## config.mk

```make
export PLATFORM = sky130hd
export DESIGN_NAME = addsub_arb
export DESIGN_NICKNAME = d
export VERILOG_FILES = /design/src/rtl/addsub_arb.sv
export SDC_FILE = /design/constraint.sdc
export NUM_CORES = 1
export LEC_CHECK = 0
export ABC_AREA = 1
export CORE_ASPECT_RATIO = 0.5
export CORE_MARGIN = 5
export CORE_UTILIZATION = 48
export CTS_BUF_LIST = sky130_fd_sc_hd__clkbuf_4 sky130_fd_sc_hd__clkbuf_8 sky130_fd_sc_hd__clkbuf_16
export DETAILED_ROUTE_END_ITERATION = 10
export PLACE_DENSITY = 0.9
export SLEW_MARGIN = 20
export SYNTH_ARGS = -nofsm -noshare
export SYNTH_HDL_FRONTEND = slang
export SYNTH_SLANG_ARGS = --single-unit
```

## constraint.sdc

```tcl
create_clock -name clk -period 2.17 [get_ports clk]
set_input_delay 0.434 -clock clk [delete_from_list [all_inputs] [get_ports clk]]
set_output_delay 0.434 -clock clk [all_outputs]
set_load 0.05 [all_outputs]
```

## src/rtl/addsub_arb.sv

```systemverilog
// Two-requester arbiter sharing one 8-bit add/sub unit; ADDSUB_ARB_RR_EN selects round-robin, else fixed priority (req0).
// Latency: ready pulse in cycle T, rsp_valid in T+2; one operation in flight, issue interval >= 3 cycles.
// Backpressure: response held in RESP until rsp_ready; requesters wait (ready=0) outside IDLE.

module addsub (
    input  logic [7:0] a_i,
    input  logic [7:0] b_i,
    input  logic       addnsub_i,
    output logic [8:0] result_o
);
    // Ninth bit of the 9-bit difference is the borrow, i.e. a < b.
    always_comb begin
        if (addnsub_i) begin
            result_o = {1'b0, a_i} + {1'b0, b_i};
        end else begin
            result_o = {1'b0, a_i} - {1'b0, b_i};
        end
    end
endmodule

module addsub_arb (
    input  logic       clk,
    input  logic       rst_n,
    input  logic       req0_valid,
    output logic       req0_ready,
    input  logic [7:0] req0_a,
    input  logic [7:0] req0_b,
    input  logic       req0_addnsub,
    input  logic       req1_valid,
    output logic       req1_ready,
    input  logic [7:0] req1_a,
    input  logic [7:0] req1_b,
    input  logic       req1_addnsub,
    output logic       rsp_valid,
    input  logic       rsp_ready,
    output logic       rsp_id,
    output logic [8:0] rsp_result
);

    typedef enum logic [1:0] {
        IDLE = 2'd0,
        EXEC = 2'd1,
        RESP = 2'd2
    } state_t;

    state_t     state_q, state_d;
    logic [7:0] op_a_q, op_a_d;
    logic [7:0] op_b_q, op_b_d;
    logic       op_add_q, op_add_d;
    logic       op_id_q, op_id_d;
    logic [8:0] rsp_result_q, rsp_result_d;
    logic       rsp_id_q, rsp_id_d;
    logic [8:0] alu_result;
    logic       take;
    logic       win1;

    addsub u_addsub (
        .a_i       (op_a_q),
        .b_i       (op_b_q),
        .addnsub_i (op_add_q),
        .result_o  (alu_result)
    );

`ifdef ADDSUB_ARB_RR_EN
    // last_q = id of the most recent grant; the other requester wins a tie.
    logic last_q, last_d;

    always_comb begin
        win1 = req1_valid & (~req0_valid | ~last_q);
    end
`else
    always_comb begin
        win1 = req1_valid & ~req0_valid;
    end
`endif

    // Grant is gated by rst_n so no pulse escapes while reset is asserted.
    always_comb begin
        take       = rst_n & (state_q == IDLE) & (req0_valid | req1_valid);
        req0_ready = take & ~win1;
        req1_ready = take & win1;
        rsp_valid  = (state_q == RESP);
        rsp_id     = rsp_id_q;
        rsp_result = rsp_result_q;
    end

    always_comb begin
        state_d      = state_q;
        op_a_d       = op_a_q;
        op_b_d       = op_b_q;
        op_add_d     = op_add_q;
        op_id_d      = op_id_q;
        rsp_result_d = rsp_result_q;
        rsp_id_d     = rsp_id_q;
`ifdef ADDSUB_ARB_RR_EN
        last_d       = last_q;
`endif
        case (state_q)
            IDLE: begin
                if (take) begin
                    op_a_d   = win1 ? req1_a       : req0_a;
                    op_b_d   = win1 ? req1_b       : req0_b;
                    op_add_d = win1 ? req1_addnsub : req0_addnsub;
                    op_id_d  = win1;
`ifdef ADDSUB_ARB_RR_EN
                    last_d   = win1;
`endif
                    state_d  = EXEC;
                end
            end
            EXEC: begin
                rsp_result_d = alu_result;
                rsp_id_d     = op_id_q;
                state_d      = RESP;
            end
            RESP: begin
                if (rsp_ready) begin
                    state_d = IDLE;
                end
            end
            default: begin
                state_d = IDLE;
            end
        endcase
    end

    always_ff @(posedge clk) begin
        if (!rst_n) begin
            state_q      <= IDLE;
            op_a_q       <= 8'd0;
            op_b_q       <= 8'd0;
            op_add_q     <= 1'b0;
            op_id_q      <= 1'b0;
            rsp_result_q <= 9'd0;
            rsp_id_q     <= 1'b0;
`ifdef ADDSUB_ARB_RR_EN
            last_q       <= 1'b1;
`endif
        end else begin
            state_q      <= state_d;
            op_a_q       <= op_a_d;
            op_b_q       <= op_b_d;
            op_add_q     <= op_add_d;
            op_id_q      <= op_id_d;
            rsp_result_q <= rsp_result_d;
            rsp_id_q     <= rsp_id_d;
`ifdef ADDSUB_ARB_RR_EN
            last_q       <= last_d;
`endif
        end
    end

endmodule

```

Yosys cells after proc, flatten, opt, wreduce, memory -nomap -nowiden:

Cells that the tools add are included.

* add/sub/neg operators: 2
* equality and inequality tests: 4
* muxes and demuxes: 7
* bitwise operators: 8
* reduce and logical (&&, ||, !) cells: 3

Operator list (number)
* 8-bit two-way mux: 2
* 8-bit by 8-bit adder with 9-bit output: 1
* 9-bit two-way mux: 1
* 8-bit by 8-bit subtractor with 9-bit output: 1
* 2-bit case mux with 3 select lines: 1
* 1-bit AND: 5
* 2-bit two-way mux: 2
* 2-bit AND reduction: 2
* 2-bit by 1-bit == test with 1-bit output, second input constant: 1
* 2-bit == test, second input constant: 1
* 2-bit logical NOT: 1
* 2-bit by 1-bit != test with 1-bit output, second input constant: 1
* 2-bit != test, second input constant: 1
* 1-bit NOT: 2
* 1-bit two-way mux: 1
* 1-bit OR: 1

* flip-flop bits (word level): 30
* output and inout port bits: 13
* logic and storage cells: 31

Depth between registers and ports, before layout:

Gate-level depths: netlist of run 1.

* word-level depth: 5
* gate-level depth with buffers: 15

By module:

A second synthesis of run 1 with hierarchy kept.

* cell total of the unflattened synthesis: 304
* area total of the unflattened synthesis: 2042.0 um^2

By module, submodules not included
* addsub_arb: times used 1, cells an instance 196, area each 1441.4 um^2, sequential area each 600.6 um^2
* addsub: times used 1, cells an instance 108, area each 600.6 um^2, sequential area each 0.0 um^2

Worst setup path after synthesis of run 1:

Ideal clock, no wire load.

* kind: register -> register
* from: register op_b_q[0]
* to: register rsp_result_q[4], in the netlist rsp_result[4]
* arrival: 1879 ps
* setup slack: 176 ps
* stages on the path, launching flop included: 14
* path buffers: 0
* period minus slack after synthesis: 1994 ps
* path through: dfxtp_1 > inv_1 > ha_1 > inv_1 > o21ai_0 > inv_1 > fa_1 > inv_1 > nand2_1 > nand2_1 > nand2_1 > xnor2_1 > o21ai_0 > inv_1

* longest elaborated chain between the ends: 2
* elaborated cells on any way between the ends: 3
* classes of those cells: add/sub (2); mux (1)

Ends and longest elaborated chain
* start, declared: line 48 `logic [7:0] op_b_q, op_b_d;`
* start signal, assigned: line 142 `op_b_q <= op_b_d;`
* 8-bit by 8-bit subtractor with 9-bit output / 8-bit by 8-bit adder with 9-bit output (equally long branches): line 16, 14
* 9-bit two-way mux *: line 13 `if (addnsub_i) begin`
* end signal, assigned: line 145 `rsp_result_q <= rsp_result_d;`
* end, declared: line 51 `logic [8:0] rsp_result_q, rsp_result_d;`

Every way passes the cells marked *; elsewhere a longest branch is shown, timed or not.
A chain may end at the register's enable or synchronous reset.

Final worst setup path of run 1:

* from: register op_b_q[1]
* to: register rsp_result_q[6], in the netlist rsp_result[6]

The elaborated chain is that of the path after synthesis.

==> results of run 1 <==
[worst max-delay path by stage]
| stage | startpoint | to | slack [ns] | depth (start not counted) |
|---|---|---|---|---|
| after global placement | op_b_q[1]$_SDFFE_PN0P_ | rsp_result[6]$_SDFFE_PN0N_ | 0.02 | 14 |
| after global routing | op_b_q[1]$_SDFFE_PN0P_ | rsp_result[6]$_SDFFE_PN0N_ | -0.05 | 12 |
| after floorplan | op_b_q[0]$_SDFFE_PN0P_ | rsp_result[4]$_SDFFE_PN0N_ | 0.18 | 13 |
| after CTS | op_b_q[1]$_SDFFE_PN0P_ | rsp_result[8]$_SDFFE_PN0N_ | 0.01 | 14 |
| final | op_b_q[1]$_SDFFE_PN0P_ | rsp_result[6]$_SDFFE_PN0N_ | 0.10 | 12 |
| after detailed placement | op_b_q[1]$_SDFFE_PN0P_ | rsp_result[6]$_SDFFE_PN0N_ | -0.05 | 14 |
[critical path, stage by stage (launching register included)]
cell      delay, ns
dfxtp_2        0.35
inv_2          0.06
buf_4          0.13
a21oi_1        0.20
xor2_1         0.20
ha_1           0.29
or2_2          0.32
nand3b_1       0.12
nand2_1        0.06
nand2_1        0.05
nand3_1        0.07
nand2_1        0.07
inv_1          0.03
[per-stage QoR]
step	total power (uW)	hold WS, ns	setup TNS (ns)	utilization, %
2_1_floorplan	1040	0.443	0	-
3_3_place_gp	1220	0.465	0	67.4
3_5_place_dp	1240	0.481	-0.113	67.4
4_1_cts	1710	0.495	0	70.1
5_1_grt	1890	0.516	-0.111	73.0
6_report	1770	0.488	0	73.0
[layout make-up]
cell class / instances / area (um^2) / share of cell area [%]
clock buffer: 7 / 90.1 / 3.48
timing repair buffer: 59 / 588 / 22.7
clock inverter: 1 / 5.00 / 0.193
multi-input combinational: 190 / 1090 / 42.2
inverter: 39 / 146 / 5.65
sequential: 30 / 603 / 23.3
tap: 51 / 63.8 / 2.46
[synth_stat cells]
| cell type | number |
|---|---|
| nor2_2 | 1 |
| xnor2_1 | 2 |
| a21oi_4 | 1 |
| clkinv_1 | 1 |
| nand3_4 | 1 |
| buf_2 | 1 |
| clkbuf_1 | 2 |
| o31ai_1 | 1 |
| ha_1 | 9 |
| xor2_1 | 7 |
| a21oi_1 | 7 |
| a31oi_1 | 17 |
| o21ai_0 | 10 |
| nand3_1 | 10 |
| nand4_1 | 1 |
| nor2_1 | 29 |
| buf_6 | 1 |
| nand3b_1 | 1 |
| buf_12 | 2 |
| fa_1 | 1 |
| or2_2 | 1 |
| nor2_8 | 2 |
| dfxtp_1 | 30 |
| nand2_1 | 87 |
| nand2_2 | 2 |
| inv_1 | 36 |
| inv_2 | 2 |
[power groups by stage]
stage	combinational [uW]	sequential (uW)	clock, uW
floorplan	336	707	0
global placement	584	640	0
detailed placement	599	642	0
CTS	603	631	477
global route	734	640	511
finish	664	635	470
[metal layers]
layer	wire, um	global-route usage (%)	vias to the layer above
met3	209	4.92	9
met1	2310	24.3	809
li1	-	-	952
met2	2110	32.9	40
met4	70	6.29	0
met5	0	0	-
[cell families (layout without fill, tap and decap cells)]
| group | Yosys count | count (layout) | share of synthesized area, % |
|---|---|---|---|
| AND/OR/NAND/NOR | 135 | 135 | 32.0 |
| buffers and inverters | 45 | 106 | 11.6 |
| AO/OA/AOI/OAI | 36 | 36 | 11.8 |
| flip-flops | 30 | 30 | 33.0 |
| adder cells (fa/ha/maj) | 10 | 10 | 7.29 |
| XOR/XNOR | 9 | 9 | 4.33 |
[repair_timing]
item | in CTS | in global routing
endpoints found under the setup margin | 3 | 6
buffers inserted | 0 | 2
gates resized for setup | 1 | 25
pin swaps | 0 | 10
[state kept, by name, summed over array words and instances, names as in the netlist]
name and flops:
state_q 2, op_a_q 8, op_id_q 1, op_b_q 8, rsp_id 1, op_add_q 1, rsp_result 9
==> summary.md, run 1 <==
| Metric | Value |
|---|---|
| Worst EP required | 2.35 ns |
| YS warnings | 0 |
| Fillers | 278 |
| WP data arrival | 2.24 ns |
| Grt ovf | 0 |
| Unrepaired setup endpoints after global routing | true |
| Layout Cells excl Fill | 377 |
| Largest net degree at the start of global routing | 26 |
| Starting Density | 51.3% |
| R2R depth | 12 |
| Via density | 4.80 |
| HPWL after detailed placement | 3590 um |
| Clock power frac | 26.6% |
| Hold endpoint | op_a_q[0]$_SDFFE_PN0P_ |
| Startpoint Class | flop |
| Design area | 2590 um^2 |
| Fin crit share | 95.2% |
| Vias in the first global route | 1,815 |
| Post-Syn Nets | 314 |
| Syn avg cell area | 6.87 um^2 |
| HP Class | flop to flop |
| Post-synth top area share | 33.0% |
| Max_slew headroom | 66.4% |
| Pwr dens | 684 nW/um^2 |
| Residual DRC count | 0 |
| H-tree levels | 2 |
| Crit. End Element | flop |
| # setup viols final | 0 |
| Reg-to-Reg End | rsp_result[6]$_SDFFE_PN0N_ |
| Num rows | 15 |
| Clock Pin Slew Worst Setup and Hold Paths | 0.06 ns |
| Clock Skew | 0.00465 ns |
| Post-Place Cells | 367 |
| Wirelength, routed | 4700 um |
| Hold path depth | 2 |
| Max Freq | 484 MHz |
| Core area | 3550 um^2 |
| Final hold vios | 0 |
| Psw | 619 uW |
| Hold-fix buffers, CTS | 0 |
| Critical path peak fanout | 3 |
| Status | completed |
| Max VDD drop | 0.390 mV |
| Post-Synthesis Cell Area | 1820 um^2 |
| Fin nets | 374 |
| Main area contributors after synthesis | dfxtp_1 33%, nand2_1 18%, inv_1 7.4% |
| Layout cell share with drive strength beyond 1 | 15.0% |
| Initial antenna violation count | 0 |
| FF+latch count, synth | 30 |
| Final WS setup | 0.104 ns |
| CTS tree | built |
| Die area | 5200 um^2 |
| # IOs | 52 |
| Most common cell after layout, fill and taps aside | nand2_1 |
| Slew Viols, Final | 0 |
| Post-route ant nets | 0 |
| Worst Tran Pin Value | 0.503 ns |
| Largest area contributor in the netlist | dfxtp_1 |
| CTS sink cnt | 30 |
| Pre-CTS WS | -0.0481 ns |
| N_diodes | 0 |
| Root buffer cell | clkbuf_8 |
| Int Pwr | 1150 uW |
| Comb pwr share | 37.5% |
| Die X | 97.1 um |
| Pre-antenna DRT Iters | 4 |
| Flop2flop setup slack | 0.10 ns |
| Die Y | 53.5 um |
| Sequential area share after synthesis | 33.0% |
| Vias | 1,810 |
| Hold Startpoint | op_a_q[0]$_SDFFE_PN0P_ |
| Area grow syn2layout | 42.3% |
| Clk_lat worst skew | 0.28 ns |
| Minimum clock period after layout | 2.07 ns |
| Commonest non-fill, non-tap cells in the layout | 83 x nand2_1, 48 x clkdlybuf4s50_1, 33 x inv_1 |
| Crit Path Category | flop to flop |
| Cell variety after synth | 27 |
| First-pass GRT wire length | 7930 um |
| Leakage power | 0.00116 uW |
| # port buffers | 51 |
| Part of the power in registers | 35.9% |
| Sw Share | 35.0% |
| DRT iter0 DRCs | 55 |
| Syn Inst Count | 265 |
| Wire length per cell | 12.5 um |
| GR Util All Layers | 19.2% |
| R2R Path Start | op_b_q[1]$_SDFFE_PN0P_ |
| Placed Area | 2390 um^2 |
| GP Congestion | 0.904 |
| Num CTS Buffers | 5 |
| Max-Cap Viols | 0 |
| Clock Tree Buf Depth | 2 |
(Power assumes the default switching activity.)
==> inputs of run 2 (changes only) <==
--- a/config.mk
+++ b/config.mk
@@ -8,10 +8,10 @@
 export ABC_AREA = 1
 export CORE_ASPECT_RATIO = 0.5
 export CORE_MARGIN = 5
-export CORE_UTILIZATION = 48
+export CORE_UTILIZATION = 40
 export CTS_BUF_LIST = sky130_fd_sc_hd__clkbuf_4 sky130_fd_sc_hd__clkbuf_8 sky130_fd_sc_hd__clkbuf_16
 export DETAILED_ROUTE_END_ITERATION = 10
-export PLACE_DENSITY = 0.9
+export PLACE_DENSITY = 0.79
 export SLEW_MARGIN = 20
 export SYNTH_ARGS = -nofsm -noshare
 export SYNTH_HDL_FRONTEND = slang
==> run 2 against run 1 <==
  * Routed wire length up 0.91%
  * First-iteration DRC count increased by 96%
  * Core utilization is 14 points lower
  * Register-to-register slack is essentially flat
  * Critical endpoint is now rsp_valid
  * Largest cell class unchanged
  * Largest power group unchanged
==> summary.md, run 2 (synthesis gave the netlist of run 1 again) <==
| Metric | Value |
|---|---|
| Startpoint Class | flop |
| Root buffer cell | clkbuf_8 |
| Max-Cap Viols | 0 (unchanged) |
| R2R Path Start | op_b_q[2]$_SDFFE_PN0P_ |
| Final hold vios | 0 (unchanged) |
| Grt ovf | 0 (unchanged) |
| Psw | 606 uW (-2.0%) |
| WP data arrival | 1.65 ns (-0.59 ns) |
| Initial antenna violation count | 0 (unchanged) |
| Fillers | 378 (+36%) |
| Clock Skew | 0.00531 ns (+0.000663 ns) |
| Vias in the first global route | 1,751 (-3.5%) |
| Max reg flops | 9 (unchanged) |
| HP Class | flop to flop |
| # setup viols final | 0 (unchanged) |
| Worst EP required | 1.74 ns (-0.61 ns) |
| Reg-to-Reg End | rsp_result[8]$_SDFFE_PN0N_ |
| CTS sink cnt | 30 (unchanged) |
| Unrepaired setup endpoints after global routing | true |
| Hold Startpoint | op_a_q[6]$_SDFFE_PN0P_ |
| GR Util met1 | 19.6% (-4.8 points) |
| Design area | 2590 um^2 (unchanged) |
| Hold-fix buffers, CTS | 0 (unchanged) |
| Met3 usage | 4.45% (-0.47 points) |
| Core area | 4400 um^2 (+24%) |
| Layout Cells excl Fill | 383 (+1.6%) |
| GP Congestion | 0.904 (about the same) |
| Clock Pin Slew Worst Setup and Hold Paths | 0.06 ns (about the same) |
| Post-route ant nets | 0 (unchanged) |
| Pre-antenna DRT Iters | 4 (unchanged) |
| Hold endpoint | op_a_q[6]$_SDFFE_PN0P_ |
| Via density | 4.91 (+2.3%) |
| H-tree levels | 2 (unchanged) |
| Final WS setup | 0.0909 ns (-0.0132 ns) |
| # port buffers | 51 (unchanged) |
| Commonest non-fill, non-tap cells in the layout | 84 x nand2_1, 49 x clkdlybuf4s50_1, 34 x inv_1 |
| R2R depth | 13 (+1) |
| Pre-CTS WS | -0.0664 ns (-0.0183 ns) |
| Critical path peak fanout | 2 (-1) |
| Sw Share | 34.8% (-0.20 points) |
| Wire length per cell | 12.4 um (-0.67%) |
| Clock Tree Buf Depth | 2 (unchanged) |
| Fin nets | 376 (+0.53%) |
| Num rows | 17 (+2) |
| Most common cell after layout, fill and taps aside | nand2_1 |
| Num CTS Buffers | 5 (unchanged) |
| Hold path depth | 2 (unchanged) |
| Flop2flop setup slack | 0.10 ns (about the same) |
| Vias | 1,882 (+4.0%) |
| Worst Tran Pin Value | 0.598 ns (+0.0948 ns) |
| Max VDD drop | 0.283 mV (-27%) |
| Leakage power | 0.00116 uW (+0.32%) |
| Die area | 6080 um^2 (+17%) |
| Comb pwr share | 38.8% (+1.3 points) |
| Residual DRC count | 0 (unchanged) |
| Int Pwr | 1140 uW (-1.2%) |
| Die Y | 57.7 um (+7.8%) |
| Minimum clock period after layout | 2.08 ns (+0.0132 ns) |
| Multi-input gate area | 1070 um^2 (-1.6%) |
| Fin crit share | 95.8% (+0.61 points) |
| Max_slew headroom | 60.1% (-6.3 points) |
| Placed Area | 2400 um^2 (+0.42%) |
| Area grow syn2layout | 42.3% (unchanged) |
| N_diodes | 0 (unchanged) |
| Die X | 105 um (+8.6%) |
| Largest net degree at the start of global routing | 18 (-31%) |
| Status | completed |
| DRT iter0 DRCs | 108 (+96%) |
| Global Route met2 Usage | 26.9% (-6.0 points) |
| Slew Viols, Final | 0 (unchanged) |
| Worst Setup SP | state_q[1]$_SDFFE_PN0P_ |
| Max Freq | 481 MHz (-0.64%) |
| HPWL after detailed placement | 3600 um (+0.39%) |
| Crit Path Category | flop to primary output |
| GR Util All Layers | 15.7% (-3.5 points) |
| Crit. End Element | primary output |
| Starting Density | 41.3% (-10 points) |
| # IOs | 52 (unchanged) |
| Clock power frac | 24.9% (-1.7 points) |
| Pwr dens | 674 nW/um^2 (-1.5%) |
| Grt peak-use layer | met2 |
| First-pass GRT wire length | 7760 um (-2.2%) |
| CTS tree | built |
| Register Area | 604 um^2 (+0.21%) |
| Wirelength, routed | 4740 um (+0.91%) |
| Layout cell share with drive strength beyond 1 | 13.8% (-1.2 points) |
| Post-Place Cells | 373 (+1.6%) |
| Clk_lat worst skew | 0.28 ns (about the same) |
| Part of the power in registers | 36.4% (+0.5 points) |
| Utilization after layout | 58.8% (-14 points) |
## run 2: what timing repair did
action,in CTS,in global routing
pin swaps,3,14
setup buffers,1,3
resized for setup,4,21
endpoints found under the setup margin,4,4
## run 2: worst max path at each step
stage                                       endpoint  slack (ns)
after floorplan           rsp_result[4]$_SDFFE_PN0N_        0.18
after global placement    rsp_result[8]$_SDFFE_PN0N_        0.07
after detailed placement  rsp_result[6]$_SDFFE_PN0N_       -0.07
after CTS                 rsp_result[8]$_SDFFE_PN0N_       -0.01
after global routing      rsp_result[8]$_SDFFE_PN0N_       -0.05
final                                      rsp_valid        0.09
## run 2: critical path, cell delays in order, from the launching register on
cell	delay, ns
dfxtp_1	0.34
inv_1	0.08
nor2_1	0.13
clkdlybuf4s50_1	0.82
## run 2: final cells by class
class                           count  share of cell area (%)
Sequential cell                    30                    23.3
Tap cell                           57                    2.75
Timing Repair Buffer               61                    23.5
Inverter                           39                    5.65
Clock buffer                        6                    3.19
Multi-Input combinational cell    190                    41.5
## run 2: power by group through the flow
stage	clock network, uW	registers (uW)	logic [uW]
after global routing	478	641	739
after detailed placement	0	641	597
after floorplan	0	707	336
final	433	634	676
after CTS	446	631	623
after global placement	0	638	583
## run 2: routing by layer
metal | share of wire [%] | vias to the layer above
met3 | 5.5 | 14
met4 | 1.7 | 0
met1 | 45 | 855
met2 | 47 | 59
li1 | - | 954
met5 | 0 | -
## run 2: metrics by stage
stage          setup TNS, ns  hold WS (ns)  power (uW)
3_3_place_gp               0         0.461        1220
6_report                   0         0.484        1740
3_5_place_dp          -0.159         0.471        1240
2_1_floorplan              0         0.443        1040
5_1_grt              -0.0680         0.522        1860
4_1_cts              -0.0273         0.484        1700
